**config.mk**
```make
export PLATFORM = sky130hd
export DESIGN_NAME = gb_apu_wave_ram_ctrl
export DESIGN_NICKNAME = d
export VERILOG_FILES = /design/src/rtl/gb_apu_pkg.sv /design/src/rtl/gb_apu_wave_ram.sv /design/src/rtl/gb_apu_wave_ram_ctrl.sv
export SDC_FILE = /design/constraint.sdc
export NUM_CORES = 1
export LEC_CHECK = 0
export BUFFER_PORTS_ARGS = -buffer_cell sky130_fd_sc_hd__buf_2
export CAP_MARGIN = 15
export CORE_MARGIN = 8
export CORE_UTILIZATION = 55
export DETAILED_ROUTE_END_ITERATION = 12
export GPL_ROUTABILITY_DRIVEN = 0
export GPL_TIMING_DRIVEN = 0
export PLACE_DENSITY = 0.76
export REMOVE_ABC_BUFFERS = 1
export SLEW_MARGIN = 0
export SYNTH_ARGS = -nofsm -noshare
export SYNTH_HDL_FRONTEND = slang
export SYNTH_HIERARCHICAL = 1
export SYNTH_SLANG_ARGS = --single-unit
```
**constraint.sdc**
```tcl
create_clock -name clk -period 3.6 [get_ports clk]
set_input_delay 0.36 -clock clk [delete_from_list [all_inputs] [get_ports clk]]
set_output_delay 0.36 -clock clk [all_outputs]
set_load 0.05 [all_outputs]
```
**src/rtl/gb_apu_pkg.sv**
```systemverilog
// Shared Game Boy APU definitions: wave-RAM arbiter states and wave-RAM types.
package gb_apu_pkg;

  localparam int WAVE_RAM_DEPTH = 16;

  typedef logic [3:0] wave_addr_t;
  typedef logic [7:0] wave_byte_t;

  typedef enum logic [1:0] {
    IDLE = 2'd0,
    CH   = 2'd1,
    CPU  = 2'd2
  } wave_arb_state_t;

  // Four-bit saturating increment used by the CPU stall counter.
  function automatic logic [3:0] sat_inc4(input logic [3:0] v);
    return (v == 4'hF) ? v : v + 4'd1;
  endfunction

endpackage

```
**src/rtl/gb_apu_wave_ram.sv**
```systemverilog
// 16x8 custom-wave register file: one write port, one combinational read port,
// every byte returns to INIT_BYTE on reset.
module gb_apu_wave_ram
  import gb_apu_pkg::*;
#(
  parameter wave_byte_t INIT_BYTE = 8'h00
) (
  input  logic       clk,
  input  logic       rst,
  input  logic       we,
  input  wave_addr_t waddr,
  input  wave_byte_t wdata,
  input  wave_addr_t raddr,
  output wave_byte_t rdata
);

  wave_byte_t mem_q [WAVE_RAM_DEPTH];
  wave_byte_t mem_d [WAVE_RAM_DEPTH];

  // Next contents: single byte replaced when the write port is enabled.
  always_comb begin
    mem_d = mem_q;
    if (we) begin
      mem_d[waddr] = wdata;
    end
  end

  // Storage, reinitialised on reset.
  always_ff @(posedge clk or posedge rst) begin
    if (rst) begin
      for (int i = 0; i < WAVE_RAM_DEPTH; i++) begin
        mem_q[i] <= INIT_BYTE;
      end
    end else begin
      mem_q <= mem_d;
    end
  end

  assign rdata = mem_q[raddr];

endmodule

```
**src/rtl/gb_apu_wave_ram_ctrl.sv**
```systemverilog
// Ch 3 wave-RAM controller: arbitrates the single RAM port between channel
// sample fetches (priority) and handshaked CPU accesses, with a stall guard.
// The RAM access of a slot happens at the edge that enters its state, so
// ch_valid / cpu_ack are decodes of the registered state.
// Optional macro GB_APU_WAVE_DMG_QUIRK_EN: while the channel is active, CPU
// accesses alias to the most recently fetched wave address.
module gb_apu_wave_ram_ctrl
  import gb_apu_pkg::*;
#(
  parameter int         MAX_WAIT  = 4,
  parameter wave_byte_t INIT_BYTE = 8'h00
) (
  input  logic       clk,
  input  logic       reset,
  input  logic       ch_active,
  input  logic       ch_req,
  input  wave_addr_t ch_addr,
  output wave_byte_t ch_data,
  output logic       ch_valid,
  output logic       ch_overrun,
  input  logic       cpu_req,
  input  logic       cpu_we,
  input  wave_addr_t cpu_addr,
  input  wave_byte_t cpu_wdata,
  output logic       cpu_ack,
  output wave_byte_t cpu_rdata
);

  localparam logic [3:0] MAX_WAIT_C = 4'(MAX_WAIT);

  wave_arb_state_t state_q, state_d;
  logic            pend_valid_q, pend_valid_d;
  wave_addr_t      pend_addr_q, pend_addr_d;
  logic [3:0]      wait_cnt_q, wait_cnt_d;
  wave_byte_t      ch_data_q, ch_data_d;
  logic            ch_overrun_q, ch_overrun_d;
  wave_byte_t      cpu_rdata_q, cpu_rdata_d;

  logic       fetch_vld;
  wave_addr_t fetch_addr;
  logic       cpu_ack_w;
  logic       cpu_want;
  wave_addr_t cpu_eff_addr;
  logic       ram_we;
  wave_addr_t ram_raddr;
  wave_byte_t ram_rdata;

  // A fresh request supersedes whatever is pending; the displaced entry is an overrun.
  assign fetch_vld  = ch_active & (pend_valid_q | ch_req);
  assign fetch_addr = ch_req ? ch_addr : pend_addr_q;
  assign cpu_ack_w  = (state_q == CPU);
  assign cpu_want   = cpu_req & ~cpu_ack_w;

`ifdef GB_APU_WAVE_DMG_QUIRK_EN
  wave_addr_t last_ch_addr_q, last_ch_addr_d;

  // Track the address of the latest serviced fetch for DMG aliasing.
  always_comb begin
    last_ch_addr_d = last_ch_addr_q;
    if (state_d == CH) begin
      last_ch_addr_d = fetch_addr;
    end
  end

  // Alias register.
  always_ff @(posedge clk or posedge reset) begin
    if (reset) begin
      last_ch_addr_q <= '0;
    end else begin
      last_ch_addr_q <= last_ch_addr_d;
    end
  end

  assign cpu_eff_addr = ch_active ? last_ch_addr_q : cpu_addr;
`else
  assign cpu_eff_addr = cpu_addr;
`endif

  // Arbiter next state: channel first unless the CPU has waited MAX_WAIT cycles.
  always_comb begin
    state_d = IDLE;
    if (fetch_vld && (wait_cnt_q < MAX_WAIT_C)) begin
      state_d = CH;
    end else if (cpu_want) begin
      state_d = CPU;
    end else if (fetch_vld) begin
      state_d = CH;
    end
  end

  assign ram_we    = (state_d == CPU) & cpu_we;
  assign ram_raddr = (state_d == CPU) ? cpu_eff_addr : fetch_addr;

  // Datapath, pending slot, overrun flag and CPU stall counter.
  always_comb begin
    ch_data_d    = ch_data_q;
    cpu_rdata_d  = cpu_rdata_q;
    pend_valid_d = pend_valid_q;
    pend_addr_d  = pend_addr_q;
    ch_overrun_d = ch_overrun_q | (ch_active & ch_req & pend_valid_q);
    wait_cnt_d   = sat_inc4(wait_cnt_q);

    if (state_d == CH) begin
      ch_data_d = ram_rdata;
    end
    if ((state_d == CPU) && !cpu_we) begin
      cpu_rdata_d = ram_rdata;
    end

    if (!ch_active) begin
      pend_valid_d = 1'b0;
    end else if (state_d == CH) begin
      pend_valid_d = 1'b0;
    end else if (ch_req) begin
      pend_valid_d = 1'b1;
      pend_addr_d  = ch_addr;
    end

    if (!cpu_req || cpu_ack_w) begin
      wait_cnt_d = '0;
    end
  end

  // State and datapath registers.
  always_ff @(posedge clk or posedge reset) begin
    if (reset) begin
      state_q      <= IDLE;
      pend_valid_q <= 1'b0;
      pend_addr_q  <= '0;
      wait_cnt_q   <= '0;
      ch_data_q    <= '0;
      ch_overrun_q <= 1'b0;
      cpu_rdata_q  <= '0;
    end else begin
      state_q      <= state_d;
      pend_valid_q <= pend_valid_d;
      pend_addr_q  <= pend_addr_d;
      wait_cnt_q   <= wait_cnt_d;
      ch_data_q    <= ch_data_d;
      ch_overrun_q <= ch_overrun_d;
      cpu_rdata_q  <= cpu_rdata_d;
    end
  end

  gb_apu_wave_ram #(
    .INIT_BYTE (INIT_BYTE)
  ) u_ram (
    .clk   (clk),
    .rst   (reset),
    .we    (ram_we),
    .waddr (cpu_eff_addr),
    .wdata (cpu_wdata),
    .raddr (ram_raddr),
    .rdata (ram_rdata)
  );

  assign ch_data    = ch_data_q;
  assign ch_valid   = (state_q == CH);
  assign ch_overrun = ch_overrun_q;
  assign cpu_ack    = cpu_ack_w;
  assign cpu_rdata  = cpu_rdata_q;

endmodule

```
==> impl_metrics.json, run 1 <==
{
  "synth_cell_types": 44,
  "ioPinCount": 41,
  "grt_overflow": 0,
  "viasPerCell": 5.92,
  "instances_no_fill": 672,
  "critPathTopFamily": "multiplexers",
  "cp.required_ps": 3900,
  "fillers": 934,
  "max_stage_delay_ps": 850,
  "critical_path.max_fanout": 32,
  "critPathLaunchType": "flip-flop",
  "tightest_slew_ps": 1020,
  "synth_edf_count": 0,
  "fmaxAchievable_mhz": 300,
  "final_core_util_pct": 63.9,
  "hold_path.class": "in -> async",
  "synth_cells": 456,
  "dieHeight_um": 130,
  "critPathKind": "reg -> reg",
  "async_flop_share_pct": 100,
  "io_buffers": 40,
  "whs_ps": 14.5,
  "skew_ps": 12.7,
  "synth_seq_cells": 156,
  "power.density_mw_per_mm2": 614,
  "yosys_warnings": 6,
  "cp-end-kind": "flip-flop",
  "dieArea_mm2": 0.0170,
  "status": "finished, final reports clean",
  "dp_hpwl_um": 9670,
  "drive_gt1_share_pct": 54.4,
  "routed_wl_um": 14400,
  "grt_pass1_vias": 4193,
  "nets": 511,
  "path_clk_slew_ps": 60,
  "placed_area_mm2": 0.00749,
  "maxCapViolations": 0,
  "crit_chain": "or2_1 > o211ai_2 > mux2_2 > mux4_2 > a22oi_1 > nand2_1 > mux2_2",
  "final.period_utilization_pct": 92.5,
  "clock_latency_ps": 430,
  "layout.cells.most_common": "dfrtp_1",
  "avgSynthCellArea_um2": 15.7,
  "syn-cell-area_mm2": 0.00718,
  "arrival_ps": 3630,
  "area_delta_synth_final_pct": 12.7,
  "crit_buf_inv": 0,
  "dr.pass1.iters": 6,
  "route.detailed.drc": 0,
  "stdcell_area_mm2": 0.00809,
  "grtUsageTotal_pct": 18.5,
  "root_buffer": "clkbuf_16",
  "grt_pass1_wl_um": 23100,
  "cts_buffer_depth": 2,
  "final_antenna_net_count": 0,
  "rsz0062_at_grt": "no",
  "hold_violations": 0,
  "coreArea_mm2": 0.0127,
  "initial_core_util_pct": 56.7,
  "cts_setup_buffers": 0,
  "antenna_found_initial": 0,
  "ys_dominant_reg_cell": "dfrtp_1",
  "cts_sinks": 156,
  "cellLeakagePower_nw": 3.84,
  "cp_common_cell": "mux2_2",
  "wire_per_inst_um": 21.4,
  "cts-resized-gates": 0,
  "ys_seq_area_share_pct": 54.4,
  "setup_viol": 0,
  "drtIter0Drc": 349,
  "cts-htree-levels": 4,
  "fin_crit_ps": 3330,
  "relSlewSlack_pct": 32.2,
  "ir_drop_v": 0.000332,
  "diodes": 0,
  "num_rows": 41,
  "cts-buffers-inserted": 17,
  "cts_tree": "done",
  "die_width_um": 130,
  "cpMaxStageDelayCell": "mux2_2",
  "grt_max_degree": 70,
  "ctsHoldBuffers": 0,
  "dp_cells": 641,
  "finalMaxSlewViolations": 0,
  "mostFrequentLayoutCells": "156 x dfrtp_1, 145 x mux2_2, 40 x buf_2",
  "vias": 3980
}
-- synthesized netlist by cell type (all sizes together), types with 2 or more instances --
master | n | area [um2]
a22oi | 16 | 120
nand3b | 2 | 15.0
clkbuf | 11 | 41.3
nand4 | 3 | 31.3
a31oi | 2 | 27.5
nor2 | 8 | 32.5
nand2 | 13 | 53.8
mux2 | 156 | 1790
mux4 | 32 | 721
and4b | 2 | 20.0
nor2b | 4 | 25.0
dfrtp | 156 | 3900
buf | 18 | 121
nand3 | 6 | 35.0
inv | 5 | 18.8
and2 | 3 | 18.8
nor3b | 4 | 57.6
nor3 | 2 | 21.3
-- layout make-up --
| cell class | instances | area, um2 | share of cell area [%] |
|---|---|---|---|
| clock inverters | 10 | 140 | 1.73 |
| inverters | 5 | 23.8 | 0.294 |
| well taps | 172 | 215 | 2.66 |
| flip-flops and latches | 156 | 3900 | 48.2 |
| repair buffers | 42 | 248 | 3.06 |
| multi-input cells | 266 | 3100 | 38.3 |
| clock buffers | 21 | 460 | 5.69 |
-- cell families (layout without fill, tap and decap cells) --
logic type                 Yosys count  in the layout  synth area share (%)
buffers and inverters               34             78                  2.53
DFF                                156            156                  54.4
and+or+nand+nor                     52             52                  5.05
muxes                              189            189                  35.1
adders and majority gates            1              1                 0.174
AOI/OAI and AO/OA                   23             23                  2.72
xor gates and xnor gates             1              1                 0.122
-- sequential cells by signal, indices dropped and copies added (netlist names) --
name	cells
ch_overrun	1
pend_valid_q	1
ch_data	8
pend_addr_q	4
state_q	2
u_ram/mem_q	128
cpu_rdata	8
wait_cnt_q	4
-- report_power, final --
| group | total [mW] | switching, mW | leakage (nW) | internal, mW |
|---|---|---|---|---|
| Combinational | 0.963 | 0.520 | 1.49 | 0.443 |
| Clock | 1.82 | 0.695 | 0.286 | 1.12 |
| Sequential | 2.19 | 0.141 | 2.06 | 2.05 |
| Total | 4.97 | 1.36 | 3.84 | 3.61 |
-- routing by layer --
layer	GRT usage (%)	routed length, um
met5	0	0
met2	27.7	6830
met4	9.56	400
met3	4.53	728
met1	24.5	6410
-- metrics by stage --
| stage | setup TNS [ps] | setup WS (ps) | power [mW] |
|---|---|---|---|
| floorplan | -22100 | -173 | 2.92 |
| global placement | -171370 | -1340 | 3.14 |
| detailed placement | 0 | 205 | 3.19 |
| CTS | 0 | 195 | 5.01 |
| global route | 0 | 147 | 5.19 |
| finish | 0 | 271 | 4.97 |
-- worst paths after layout --
check,start,depth (start not counted),slack (ps),endpoint
max,wait_cnt_q[3]$_DFFE_PP0P_,7,270,ch_data[3]$_DFFE_PP0N_
min,reset,2,10,u_ram/mem_q[121]$_DFFE_PP0P_
max reg2reg,wait_cnt_q[3]$_DFFE_PP0P_,7,270,ch_data[3]$_DFFE_PP0N_
min reg2reg,ch_overrun$_DFF_PP0_,1,450,ch_overrun$_DFF_PP0_
max in group asynchronous,reset,2,2760,pend_addr_q[0]$_DFFE_PP0P_
min in group clk,ch_addr[1],2,190,pend_addr_q[1]$_DFFE_PP0P_
Power figures use the tool's default switching activity.
==> run 2: changes to the inputs <==
Settings changed: SETUP_SLACK_MARGIN set to 0.05.
Clock period 3.6 ns to 2.72 ns, I/O delays scaled along.
==> impl_metrics.json, run 2 (synthesis results as in run 1) <==
{
  "drtIter0Drc": 298,
  "fin_crit_ps": 2700,
  "dieHeight_um": 130,
  "routed_wl_um": 15600,
  "hold_end": "pend_addr_q[1]$_DFFE_PP0P_",
  "hold_path.class": "in -> reg",
  "path_clk_slew_ps": 60,
  "viasPerCell": 5.96,
  "status": "finished, final reports clean",
  "nets": 531,
  "maxCapViolations": 0,
  "stdcell_area_mm2": 0.00846,
  "power.density_mw_per_mm2": 792,
  "io_buffers": 40,
  "finalSetupTns_ps": 0,
  "route.detailed.drc": 0,
  "ir_drop_v": 0.000462,
  "cp-end-kind": "flip-flop",
  "grt_pass1_vias": 4348,
  "critPathLaunchType": "flip-flop",
  "hold_violations": 0,
  "final_antenna_net_count": 0,
  "coreArea_mm2": 0.0127,
  "wire_per_inst_um": 22.5,
  "arrival_ps": 3000,
  "largest-register": "u_ram/mem_q",
  "ioPinCount": 41,
  "critical_path.max_fanout": 8,
  "rsz0062_at_grt": "yes",
  "fmaxAchievable_mhz": 371,
  "dieArea_mm2": 0.0170,
  "clock_latency_ps": 430,
  "mostFrequentLayoutCells": "156 x dfrtp_1, 138 x mux2_2, 40 x buf_2",
  "cts-buffers-inserted": 17,
  "reg2reg_slack_ps": 20,
  "whs_ps": 109,
  "diodes": 0,
  "cts_sinks": 156,
  "grt_pass1_wl_um": 24300,
  "vias": 4124,
  "grt_overflow": 0,
  "rr_endpoint": "ch_data[0]$_DFFE_PP0N_",
  "cts-htree-levels": 4,
  "relSlewSlack_pct": 31.6,
  "root_buffer": "clkbuf_16",
  "layout.cells.most_common": "dfrtp_1",
  "critPathKind": "reg -> reg",
  "area_delta_synth_final_pct": 17.8,
  "cts_tree": "done",
  "cellLeakagePower_nw": 3.98,
  "finalMaxSlewViolations": 0,
  "largest_register_ffs": 128,
  "antenna_found_initial": 0,
  "dp_hpwl_um": 9670,
  "skew_ps": 9.99,
  "cp.required_ps": 3030,
  "holdPathStages": 2,
  "placed_area_mm2": 0.00749,
  "cts_buffer_depth": 2,
  "initial_core_util_pct": 56.7,
  "grt_max_degree": 70,
  "drive_gt1_share_pct": 61.0,
  "hp-start": "ch_addr[1]",
  "reg2reg_from": "wait_cnt_q[2]$_DFFE_PP0P_",
  "die_width_um": 130,
  "final.period_utilization_pct": 99.2,
  "dr.pass1.iters": 4,
  "tightest_slew_ps": 1030,
  "setup_viol": 0,
  "rr_worst_depth": 8,
  "grtUsageTotal_pct": 19.6,
  "num_rows": 41
}
## run 2: stage by stage
step	setup slack, ps	utilization, %	total power, mW	std cells
after floorplan	-965	-	3.87	427
after global placement	-2130	58.7	4.15	639
after detailed placement	-675	59.1	4.22	641
after CTS	39.1	66.3	6.73	690
after global routing	-90.1	66.7	6.98	692
final	22.5	66.7	6.70	692
## run 2: critical path, stage by stage (launching register included)
cell,delay [ps]
dfrtp_1,380
or2_4,270
o211ai_4,240
buf_4,210
mux2_8,440
mux4_2,440
a22oi_1,190
nand2_1,130
mux2_2,280
## run 2: final cells by class
cell class | instances | area, um2
multi-input combinational | 268 | 3280
timing repair buffer | 60 | 435
clock inverter | 10 | 140
sequential | 156 | 3900
clock buffer | 21 | 460
inverter | 5 | 23.8
fill | 884 | 4210
tap | 172 | 215
## run 2: worst max path at each step
stage	startpoint	endpoint	slack (ps)	depth (start not counted)
final	wait_cnt_q[2]$_DFFE_PP0P_	ch_data[0]$_DFFE_PP0N_	20	8
after global routing	wait_cnt_q[2]$_DFFE_PP0P_	ch_data[0]$_DFFE_PP0N_	-90	8
after CTS	wait_cnt_q[2]$_DFFE_PP0P_	ch_data[0]$_DFFE_PP0N_	40	8
after detailed placement	wait_cnt_q[2]$_DFFE_PP0P_	ch_data[5]$_DFFE_PP0N_	-680	8
after global placement	reset	u_ram/mem_q[108]$_DFFE_PP0P_	-2130	2
after floorplan	reset	u_ram/mem_q[0]$_DFFE_PP0P_	-960	1
## run 2: timing repair
item,CTS,global route
resized for setup,26,13
buffers inserted,14,3
endpoints found under the setup margin,56,87
hold endpoints to repair,59,0
hold buffers,1,0
pin swaps,11,6
gates cloned,3,0
## run 2: power by group
| part | internal (mW) | total, mW | switching [mW] |
|---|---|---|---|
| Sequential | 2.71 | 2.90 | 0.192 |
| Combinational | 0.656 | 1.39 | 0.738 |
| Clock | 1.49 | 2.40 | 0.916 |
| Total | 4.85 | 6.70 | 1.85 |
## run 2: metal layers
metal	global-route usage [%]	wire length (um)	vias up
li1	-	-	1810
met1	25.4	6660	2185
met2	30.6	7680	107
met3	4.65	867	22
met4	9.15	346	0
met5	0	0	-
==> run 3: changes to the inputs <==
Settings changed: CORE_UTILIZATION 55 to 25, GPL_TIMING_DRIVEN 0 to not set, PLACE_DENSITY 0.76 to 0.41.
==> impl_metrics.json, run 3 (synthesis results as in run 1) <==
{
  "crit_chain": "or2_1 > o211ai_2 > mux2_4 > clkbuf_16 > mux4_2 > a22oi_2 > nand2_2 > mux2_4",
  "drtIter0Drc": 200,
  "mostFrequentLayoutCells": "156 x dfrtp_1, 141 x mux2_2, 40 x buf_2",
  "power.density_mw_per_mm2": 780,
  "diodes": 0,
  "final_antenna_net_count": 0,
  "max_stage_delay_ps": 450,
  "reg2reg_slack_ps": 70,
  "vias": 4103,
  "fmaxAchievable_mhz": 377,
  "largest-register": "u_ram/mem_q",
  "crit_buf_inv": 1,
  "multi_input_area_mm2": 0.00321,
  "cpMaxStageDelayCell": "mux4_2",
  "cp.required_ps": 3030,
  "maxCapViolations": 0,
  "grt_pass1_vias": 4459,
  "dpl_worst_slack_ps": 22.9,
  "viasPerCell": 4.49,
  "cp_common_cell": "mux2_4",
  "critPathLaunchType": "flip-flop",
  "dr.pass1.iters": 4,
  "path_clk_slew_ps": 60,
  "dieArea_mm2": 0.0344,
  "routed_wl_um": 18100,
  "dp_cells": 877,
  "cts-htree-levels": 4,
  "cts_sinks": 156,
  "num_rows": 62,
  "status": "finished, final reports clean",
  "antenna_found_initial": 0,
  "ir_drop_v": 0.000419,
  "final.period_utilization_pct": 97.6,
  "hold_violations": 0,
  "wire_per_inst_um": 19.8,
  "fin_crit_ps": 2650,
  "io_buffers": 40,
  "finalSetupTns_ps": 0,
  "finalMaxSlewViolations": 0,
  "final_core_util_pct": 30.8,
  "initial_core_util_pct": 25.2,
  "coreArea_mm2": 0.0285,
  "cp-end-kind": "flip-flop",
  "critical_path.max_fanout": 5,
  "cts_buffer_depth": 2,
  "skew_ps": 8.98,
  "fillers": 2818,
  "grt_overflow": 0,
  "grt_max_degree": 62,
  "clock_latency_ps": 430,
  "final-seq-area_mm2": 0.00390,
  "drive_gt1_share_pct": 61.6,
  "route.detailed.drc": 0,
  "setup_viol": 0,
  "grtUsageTotal_pct": 10.8,
  "grt_pass1_wl_um": 27800,
  "cellLeakagePower_nw": 4.04,
  "arrival_ps": 2960,
  "worst_slack_ps": 65.5,
  "dp_hpwl_um": 12500,
  "die_width_um": 185,
  "relSlewSlack_pct": 48.0,
  "ioPinCount": 41,
  "tightest_slew_ps": 781,
  "root_buffer": "clkbuf_16",
  "critPathKind": "reg -> reg",
  "dieHeight_um": 185,
  "layout.cells.most_common": "dfrtp_1",
  "cts_tree": "done",
  "hold_path.class": "in -> reg",
  "instances_no_fill": 913,
  "whs_ps": 104,
  "critPathTopFamily": "multiplexers",
  "area_delta_synth_final_pct": 22.1,
  "cts-buffers-inserted": 17,
  "cts_setup_buffers": 0,
  "rsz0062_at_grt": "yes",
  "largest_register_ffs": 128,
  "nets": 539
}
-- run 3: cell count changes in the layout (fill, tap and decap cells not counted), moves of 3 or more --
| cell | previous run | this run |
|---|---|---|
| buf_4 | 13 | 20 |
| buf_6 | 0 | 3 |
| inv_8 | 0 | 4 |
| mux2_2 | 138 | 141 |
| mux2_4 | 17 | 13 |
-- run 3: metal layers --
metal	vias up	part of all wire, %	global-route usage, %
met5	-	0	0
met4	0	1.4	3.78
met1	2210	47	14.4
met3	12	3.6	2.75
li1	1823	-	-
met2	58	48	16.9
-- run 3: cell type report --
cell class | count | share of cell area, %
sequential | 156 | 44.5
multi-input combinational | 266 | 36.6
timing repair buffer | 70 | 5.98
tap | 384 | 5.48
clock buffer | 17 | 4.85
clock inverter | 15 | 2.33
inverter | 5 | 0.243
-- run 3: worst register-to-register path, delay by kind of cell (launching register included) --
kind	cells	cell delay (ps)
compound gates	2	480
buf+inv	1	200
flops	1	370
mux	3	1130
simple gates	2	360
-- run 3: final timing paths --
kind,from,to,cells after the start
max reg2reg,wait_cnt_q[2]$_DFFE_PP0P_,ch_data[4]$_DFFE_PP0N_,8
min reg2reg,ch_overrun$_DFF_PP0_,ch_overrun$_DFF_PP0_,1
min,ch_addr[2],pend_addr_q[2]$_DFFE_PP0P_,2
max,wait_cnt_q[2]$_DFFE_PP0P_,ch_data[4]$_DFFE_PP0N_,8
max in group asynchronous,reset,u_ram/mem_q[100]$_DFFE_PP0P_,4
min in group asynchronous,reset,ch_data[3]$_DFFE_PP0N_,4
-- run 3: where the power goes --
group	switching (mW)	internal (mW)
Sequential	0.201	2.71
Combinational	0.740	0.650
Clock	1.05	1.48
Total	1.99	4.84
-- run 3: what timing repair did --
| item | 4_1_cts | 5_1_grt |
|---|---|---|
| endpoints found under the hold margin | 28 | 0 |
| resized for setup | 1 | 33 |
| gates cloned | 0 | 3 |
| setup endpoints to repair | 11 | 37 |
| pin swaps | 0 | 14 |
| hold buffers | 1 | 0 |
-- run 3: metrics by stage --
| step | instance area, um2 | total power [mW] |
|---|---|---|
| final | 8770 | 6.84 |
| after global routing | 8770 | 7.17 |
| after CTS | 8580 | 6.85 |
| after detailed placement | 7940 | 4.28 |
| after global placement | 7940 | 4.25 |
| after floorplan | 7020 | 3.87 |
